**config.mk**
```make
export PLATFORM = sky130hd
export DESIGN_NAME = alu_arbiter
export DESIGN_NICKNAME = d
export VERILOG_FILES = /design/src/rtl/alu_arbiter.sv
export SDC_FILE = /design/constraint.sdc
export NUM_CORES = 1
export LEC_CHECK = 0
export BUFFER_PORTS_ARGS = -buffer_cell sky130_fd_sc_hd__buf_2
export CORE_AREA = 2 2 110 112
export CTS_CLUSTER_DIAMETER = 150
export DETAILED_ROUTE_END_ITERATION = 8
export DIE_AREA = 0 0 112 114
export GPL_ROUTABILITY_DRIVEN = 0
export PLACE_DENSITY = 0.72
export SETUP_SLACK_MARGIN = 0.3
export SYNTH_ARGS = -nofsm -noshare
export SYNTH_HDL_FRONTEND = slang
export SYNTH_SLANG_ARGS = --single-unit
```
**constraint.sdc**
```tcl
create_clock -name I_clk -period 1.8 [get_ports I_clk]
set_input_delay 0.18 -clock I_clk [delete_from_list [all_inputs] [get_ports I_clk]]
set_output_delay 0.18 -clock I_clk [all_outputs]
set_load 0.005 [all_outputs]
```
**src/rtl/alu_arbiter.sv**
```systemverilog
// alu_arbiter: shares the single integer ALU between a priority port (0) and a
// secondary port (1), with a saturating starvation counter that lets port 1 win.
module alu_arbiter #(
  parameter int STARVE_LIMIT = 4
) (
  input  logic        I_clk,
  input  logic        I_reset,
  input  logic        I_req0_valid,
  input  logic [4:0]  I_req0_op,
  input  logic [31:0] I_req0_s1,
  input  logic [31:0] I_req0_s2,
  input  logic        I_req1_valid,
  input  logic [4:0]  I_req1_op,
  input  logic [31:0] I_req1_s1,
  input  logic [31:0] I_req1_s2,
  output logic        O_req0_ready,
  output logic        O_req1_ready,
  output logic        O_rsp0_valid,
  output logic        O_rsp1_valid,
  output logic [31:0] O_rsp_data,
  output logic        O_rsp_lt,
  output logic        O_rsp_ltu,
  output logic        O_rsp_eq,
  output logic        O_alu_en,
  output logic [4:0]  O_alu_op,
  output logic [31:0] O_alu_s1,
  output logic [31:0] O_alu_s2,
  input  logic        I_alu_busy,
  input  logic [31:0] I_alu_data,
  input  logic        I_alu_lt,
  input  logic        I_alu_ltu,
  input  logic        I_alu_eq
);

  localparam int CW = $clog2(STARVE_LIMIT + 1);

  typedef enum logic [1:0] {IDLE, ISSUE, WAIT} state_t;

  state_t        state, next_state;
  logic [CW-1:0] starve_cnt;
  logic [4:0]    hold_op;
  logic [31:0]   hold_s1, hold_s2;
  logic          hold_owner;
  logic          grant_window, starved, grant0, grant1, done;

  // A grant can happen in IDLE or in the WAIT cycle that completes the op.
  always_comb begin
    done         = (state == WAIT) && !I_alu_busy && !I_reset;
    grant_window = !I_reset && ((state == IDLE) || done);
    starved      = (starve_cnt >= CW'(STARVE_LIMIT));
    grant1       = grant_window && I_req1_valid && (starved || !I_req0_valid);
    grant0       = grant_window && I_req0_valid && !grant1;
  end

  always_comb begin
    next_state = state;
    case (state)
      IDLE:    if (grant0 || grant1) next_state = ISSUE;
      ISSUE:   next_state = WAIT;
      WAIT:    if (!I_alu_busy) next_state = (grant0 || grant1) ? ISSUE : IDLE;
      default: next_state = IDLE;
    endcase
  end

  always_ff @(posedge I_clk) begin
    if (I_reset) state <= IDLE;
    else         state <= next_state;
  end

  always_ff @(posedge I_clk) begin
    if (I_reset) begin
      hold_op    <= '0;
      hold_s1    <= '0;
      hold_s2    <= '0;
      hold_owner <= 1'b0;
    end else if (grant1) begin
      hold_op    <= I_req1_op;
      hold_s1    <= I_req1_s1;
      hold_s2    <= I_req1_s2;
      hold_owner <= 1'b1;
    end else if (grant0) begin
      hold_op    <= I_req0_op;
      hold_s1    <= I_req0_s1;
      hold_s2    <= I_req0_s2;
      hold_owner <= 1'b0;
    end
  end

  // Saturates at STARVE_LIMIT; only the >= comparison matters beyond that.
  always_ff @(posedge I_clk) begin
    if (I_reset)                          starve_cnt <= '0;
    else if (!I_req1_valid || grant1)     starve_cnt <= '0;
    else if (!starved)                    starve_cnt <= starve_cnt + CW'(1);
  end

  assign O_req0_ready = grant0;
  assign O_req1_ready = grant1;
  assign O_rsp0_valid = done && !hold_owner;
  assign O_rsp1_valid = done && hold_owner;
  assign O_rsp_data   = I_alu_data;
  assign O_rsp_lt     = I_alu_lt;
  assign O_rsp_ltu    = I_alu_ltu;
  assign O_rsp_eq     = I_alu_eq;
  assign O_alu_en     = (state == ISSUE);
  assign O_alu_op     = hold_op;
  assign O_alu_s1     = hold_s1;
  assign O_alu_s2     = hold_s2;

endmodule
```
# --- Yosys cells after proc, flatten, opt, wreduce, memory -nomap -nowiden ---
# Cells that the tools add are included.
# W data, S select, Z words.
totals:
  regBits: 75
  in_bits: 178
  out_inout_bits: 109
classes:
  n_addsub: 1
  order_cmp: 1
  eq_ne: 4
  muxes: 12
  n_reduce_logical: 23
op_table:
  columns: ["operator", "n"]
  rows:
  - ["$mux W32", 4]
  - ["$mux W5", 2]
  - ["$logic_and A1 B1 Y1", 9]
  - ["$logic_not A1 Y1", 6]
  - ["$pmux W2 S3", 1]
  - ["$logic_or A1 B1 Y1", 4]
  - ["$mux W2", 2]
  - ["$add A3 B1 Y3 const B", 1]
  - ["$ge A3 B3 Y1 const B", 1]
  - ["$mux W1", 3]
  - ["$eq A2 B1 Y1 const B", 1]
  - ["$eq A2 B2 Y1 const B", 1]
  - ["$logic_not A2 Y1", 1]
  - ["$ne A2 B1 Y1 const B", 1]
  - ["$ne A2 B2 Y1 const B", 1]
  - ["$reduce_and A2 Y1", 1]
  - ["$reduce_bool A2 Y1", 1]
  - ["$reduce_or A2 Y1", 1]

# --- Longest topological paths before layout ---
logic_depth:
  depth_word: 13
  ltp_mapped: 7
  ltp_nobuf: 4

# --- Least setup slack after synthesis ---
# Ideal clock, no wire load.
synth_timing:
  path_kind: "register to register"
  from: "register starve_cnt[2]"
  to: "register hold_op[0] (netlist: O_alu_op[0])"
  arrival_time_ns: 1.256
  path_slack_ns: 0.453
  path_stages_with_launch: 6
  synth_period_minus_slack_ns: 1.347
  path_cell_list: "dfxtp_1 -> nand2b_1 -> buf_2 -> clkbuf_1 -> nand4_1 -> a311oi_1"
synth_via:
  elab_chain_cells: 6
  elab_cells_between_ends: 7
synth_rtl:
  columns: ["element", "line", "source"]
  rows:
  - ["from (decl)", "40", "logic [CW-1:0] starve_cnt;"]
  - ["from (signal assigned)", "93", "else if (!starved) starve_cnt <= starve_cnt + CW'(1);"]
  - ["$ge A3 B3 Y1 (*)", "50", "starved = (starve_cnt >= CW'(STARVE_LIMIT));"]
  - ["$logic_or A1 B1 Y1 (*)", "51", "grant1 = grant_window && I_req1_valid && (starved || !I_req0_valid);"]
  - ["$logic_and A1 B1 Y1 (*)", "51", null]
  - ["$logic_not A1 Y1", "52", "grant0 = grant_window && I_req0_valid && !grant1;"]
  - ["$logic_and A1 B1 Y1", "52", null]
  - ["$reduce_bool A2 Y1 (no source line)", null, null]
  - ["to (signal assigned)", "77", "hold_op <= I_req1_op;"]
  - ["to (signal assigned)", "82", "hold_op <= I_req0_op;"]
  - ["to (decl)", "41", "logic [4:0] hold_op;"]
# Mark *: on every way between the ends. The rest lies on a longest branch, timed or not.
# A chain may end at the register's enable or synchronous reset.

# --- Worst setup path after layout ---
layout_timing:
  from: "register state[1]"
  to: "register hold_s1[22] (netlist: O_alu_s1[22])"
layout_via:
  elab_chain_cells: 10
  elab_cells_between_ends: 13
layout_rtl:
  columns: ["element", "line", "source"]
  rows:
  - ["from (decl)", "39", "state_t state, next_state;"]
  - ["from (signal assigned)", "67", "else state <= next_state;"]
  - ["$eq A2 B2 Y1", "48", "done = (state == WAIT) && !I_alu_busy && !I_reset;"]
  - ["$logic_and A1 B1 Y1 (2 in a row)", "48", null]
  - ["$logic_or A1 B1 Y1 (*)", "49", "grant_window = !I_reset && ((state == IDLE) || done);"]
  - ["$logic_and A1 B1 Y1 (*)", "49", null]
  - ["$logic_and A1 B1 Y1 (2 in a row)", "51", null]
  - ["$logic_not A1 Y1", "52", null]
  - ["$logic_and A1 B1 Y1", "52", null]
  - ["$reduce_bool A2 Y1 (no source line)", null, null]
  - ["to (signal assigned)", "78", "hold_s1 <= I_req1_s1;"]
  - ["to (signal assigned)", "83", "hold_s1 <= I_req0_s1;"]
  - ["to (decl)", "42", "logic [31:0] hold_s1, hold_s2;"]
# Marked as above.

==> results.json <==
{
  "worstSetupEndpointType": "flip-flop",
  "antenna_found_initial": 0,
  "switching_share_pct": 30.74,
  "syn_area_um2": 4238,
  "crit_arrival_ns": 1.94,
  "grt_pass1_vias": 4581,
  "areaGrowthSynthToFinish_pct": 46.94,
  "clkPwrFrac_pct": 32.5,
  "overflow": 0,
  "timing.setup.tns_ns": 0,
  "power_frac_seq_pct": 38.1,
  "holdCritPathClass": "in -> reg",
  "fin_crit_sh_pct": 94.73,
  "dpl_worst_slack_ns": 0.1656,
  "fmax_mhz": 586.5,
  "ant_nets": 0,
  "hold_violations": 0,
  "start_util_pct": 36.19,
  "die_w_um": 112,
  "utilization_pct": 53.17,
  "drc": 0,
  "seq_area_frac_synth_pct": 35.43,
  "nets": 840,
  "path_class": "reg -> reg",
  "power.share.combinational_pct": 29.4,
  "tritoncts.num_buffers": 9,
  "synth_warnings": 0,
  "power_density_nw_per_um2": 801.5,
  "diodes": 0,
  "hold_depth": 3,
  "ctsHoldBuffers": 0,
  "dpl.hpwl_um": 9182,
  "vias": 5215,
  "cts_root_buf": "clkbuf_16",
  "die_h_um": 114,
  "grt_usage_pct": 22.21,
  "clk_path_buf_depth": 2,
  "skew_ns": 0.004280,
  "rrSetupSlack_ns": 0.09,
  "drv_slew": 0,
  "multiInputGateArea_um2": 2336,
  "drtIter0Drc": 716,
  "power_leakage_nw": 2.513,
  "fp-row-count": 40,
  "wl_per_cell_um": 21.11,
  "period_needed_ns": 1.705,
  "max-slew-margin-rel_pct": 65.22,
  "status": "finished, final reports clean",
  "path_clk_slew_ns": 0.06,
  "maxCapViolations": 0,
  "grt_max_degree": 70,
  "r2r_cells": 7,
  "start_kind": "flip-flop",
  "cp.required_ns": 2.03,
  "drive_above_1_share_pct": 50.00,
  "rsz0062_at_grt": "true",
  "netlist_instances": 494,
  "core_um2": 11710,
  "dr.pass1.iters": 6,
  "critPathMaxFanout": 8,
  "synth_cell_types": 27,
  "p_switching_mw": 1.534,
  "p_int_mw": 3.457,
  "wl_um": 17070,
  "cts_tree": "built",
  "grt_pass1_wl_um": 23390,
  "clock-sinks": 75,
  "clock_latency_ns": 0.33,
  "dieArea_um2": 12770,
  "boundaryPins": 287,
  "worst_pin_slew_ns": 0.5216,
  "syn_area_per_cell_um2": 8.579,
  "avgViaCountPerCell": 6.446,
  "port_buffers": 216,
  "setup_slack_ns": 0.09488,
  "synth_nets": 674,
  "max-vdd-ir-drop_mv": 0.4592,
  "fill_cells": 1072,
  "cts_max_level": 3,
  "finalSetupViolations": 0,
  "regArea_um2": 1508,
  "ys_ff_latch": 75
}
final cells by class:
class / instances / area share [%]
clock buffers: 10 / 3.838
clock inverters: 3 / 0.2813
inverters: 4 / 0.2411
multi-input cells: 303 / 37.51
flip-flops and latches: 75 / 24.21
well taps: 147 / 2.954
repair buffers: 267 / 30.96
flip-flops by register name (all words and copies together), names as in the netlist:
name and flops:
O_alu_op 5, O_alu_s1 32, O_alu_s2 32, hold_owner 1, starve_cnt 3, state 2
routing by layer:
metal	GRT usage, %	share of wire (%)	vias to the layer above
met3	5.207	9.8	40
met2	36.08	48	386
met4	9.268	1.6	0
met1	28.53	40	2489
li1	-	-	2300
met5	0	0	-
path summary, 6_finish.rpt:
kind | to | start
min reg2reg | O_alu_s1[26] | O_alu_s1[26]
min | O_alu_s1[13] | I_req0_s1[13]
max | O_alu_s1[22] | state[1]
max reg2reg | O_alu_s1[22] | state[1]
power groups by stage:
| stage | logic (mW) | registers [mW] | clock network [mW] |
|---|---|---|---|
| after floorplan | 0.649 | 1.93 | 0 |
| after global placement | 1.05 | 1.92 | 0 |
| after detailed placement | 1.07 | 1.93 | 0 |
| after CTS | 1.15 | 1.89 | 1.64 |
| after global routing | 1.56 | 1.92 | 1.72 |
| final | 1.47 | 1.90 | 1.62 |
synthesized netlist by cell type:
cell type / instances / area, µm²
nand2b_1: 2 / 12.51
dfxtp_1: 75 / 1501
o21ai_0: 1 / 5.000
a211o_1: 2 / 17.52
mux2i_1: 1 / 10.01
buf_4: 44 / 330.3
inv_2: 1 / 3.750
and3_1: 1 / 6.260
ha_1: 2 / 25.02
buf_6: 1 / 11.26
nor2_1: 6 / 22.52
inv_1: 3 / 11.26
a21oi_1: 71 / 355.3
clkbuf_1: 35 / 131.4
a211oi_4: 1 / 20.02
a311oi_1: 69 / 604.3
clkbuf_2: 1 / 5.000
nor2_2: 1 / 6.260
xor2_1: 1 / 8.760
nor4_1: 1 / 6.260
or2_1: 1 / 6.260
o31ai_1: 69 / 518.0
nor2b_1: 3 / 18.77
nand4_1: 69 / 431.7
nand3_1: 1 / 5.000
buf_2: 31 / 155.2
nor4b_1: 1 / 8.760
stage by stage:
stage	power, mW	cells	hold WS [ns]	area (µm²)
floorplan	2.582	494	0.3207	4238
global placement	2.972	764	0.3600	5154
detailed placement	2.999	764	0.3600	5154
CTS	4.688	784	0.1101	5593
global route	5.201	809	0.1280	6227
finish	4.991	809	0.1254	6227
worst max-delay path: stages (launching register included):
cell and delay (ns):
dfxtp_4 0.36, a211oi_4 0.22, buf_4 0.18, buf_12 0.13
buf_6 0.10, clkbuf_16 0.15, nand4_1 0.13, a311oi_2 0.33
logic make-up (layout without fill, tap and decap cells):
| family | Yosys count | after routing | share of synthesized area, % |
|---|---|---|---|
| flip-flops | 75 | 75 | 35.43 |
| XOR/XNOR | 1 | 1 | 0.2067 |
| adder cells (fa/ha/maj) | 2 | 2 | 0.5904 |
| buffers and inverters | 116 | 284 | 15.29 |
| AND/OR/NAND/NOR | 86 | 86 | 12.37 |
| multiplexers | 1 | 1 | 0.2362 |
| AO/OA/AOI/OAI | 213 | 213 | 35.87 |
cell usage in the layout (no fill, tap or decap), types with 2 or more instances in the layout:
cell type and instances:
dfxtp_1 72, nand4_1 69, dfxtp_2 2, ha_1 2
nor2b_1 2, buf_8 3, buf_12 15, a21oi_4 2
buf_4 13, o31ai_1 57, buf_2 215, clkbuf_16 18
buf_16 3, a21oi_2 11, inv_1 2, a311oi_2 13
nor2_1 6, a311oi_1 56, buf_6 9, clkinv_2 2
inv_2 2, a21oi_1 58, o31ai_2 11
what timing repair did:
| action | 4_1_cts | 5_1_grt |
|---|---|---|
| cloned | 2 | 13 |
| endpoints found under the setup margin | 65 | 76 |
| resized for setup | 17 | 53 |
| buffers inserted | 5 | 12 |
| pin swaps | 11 | 43 |
No activity file was read; power rests on OpenSTA's default activity.
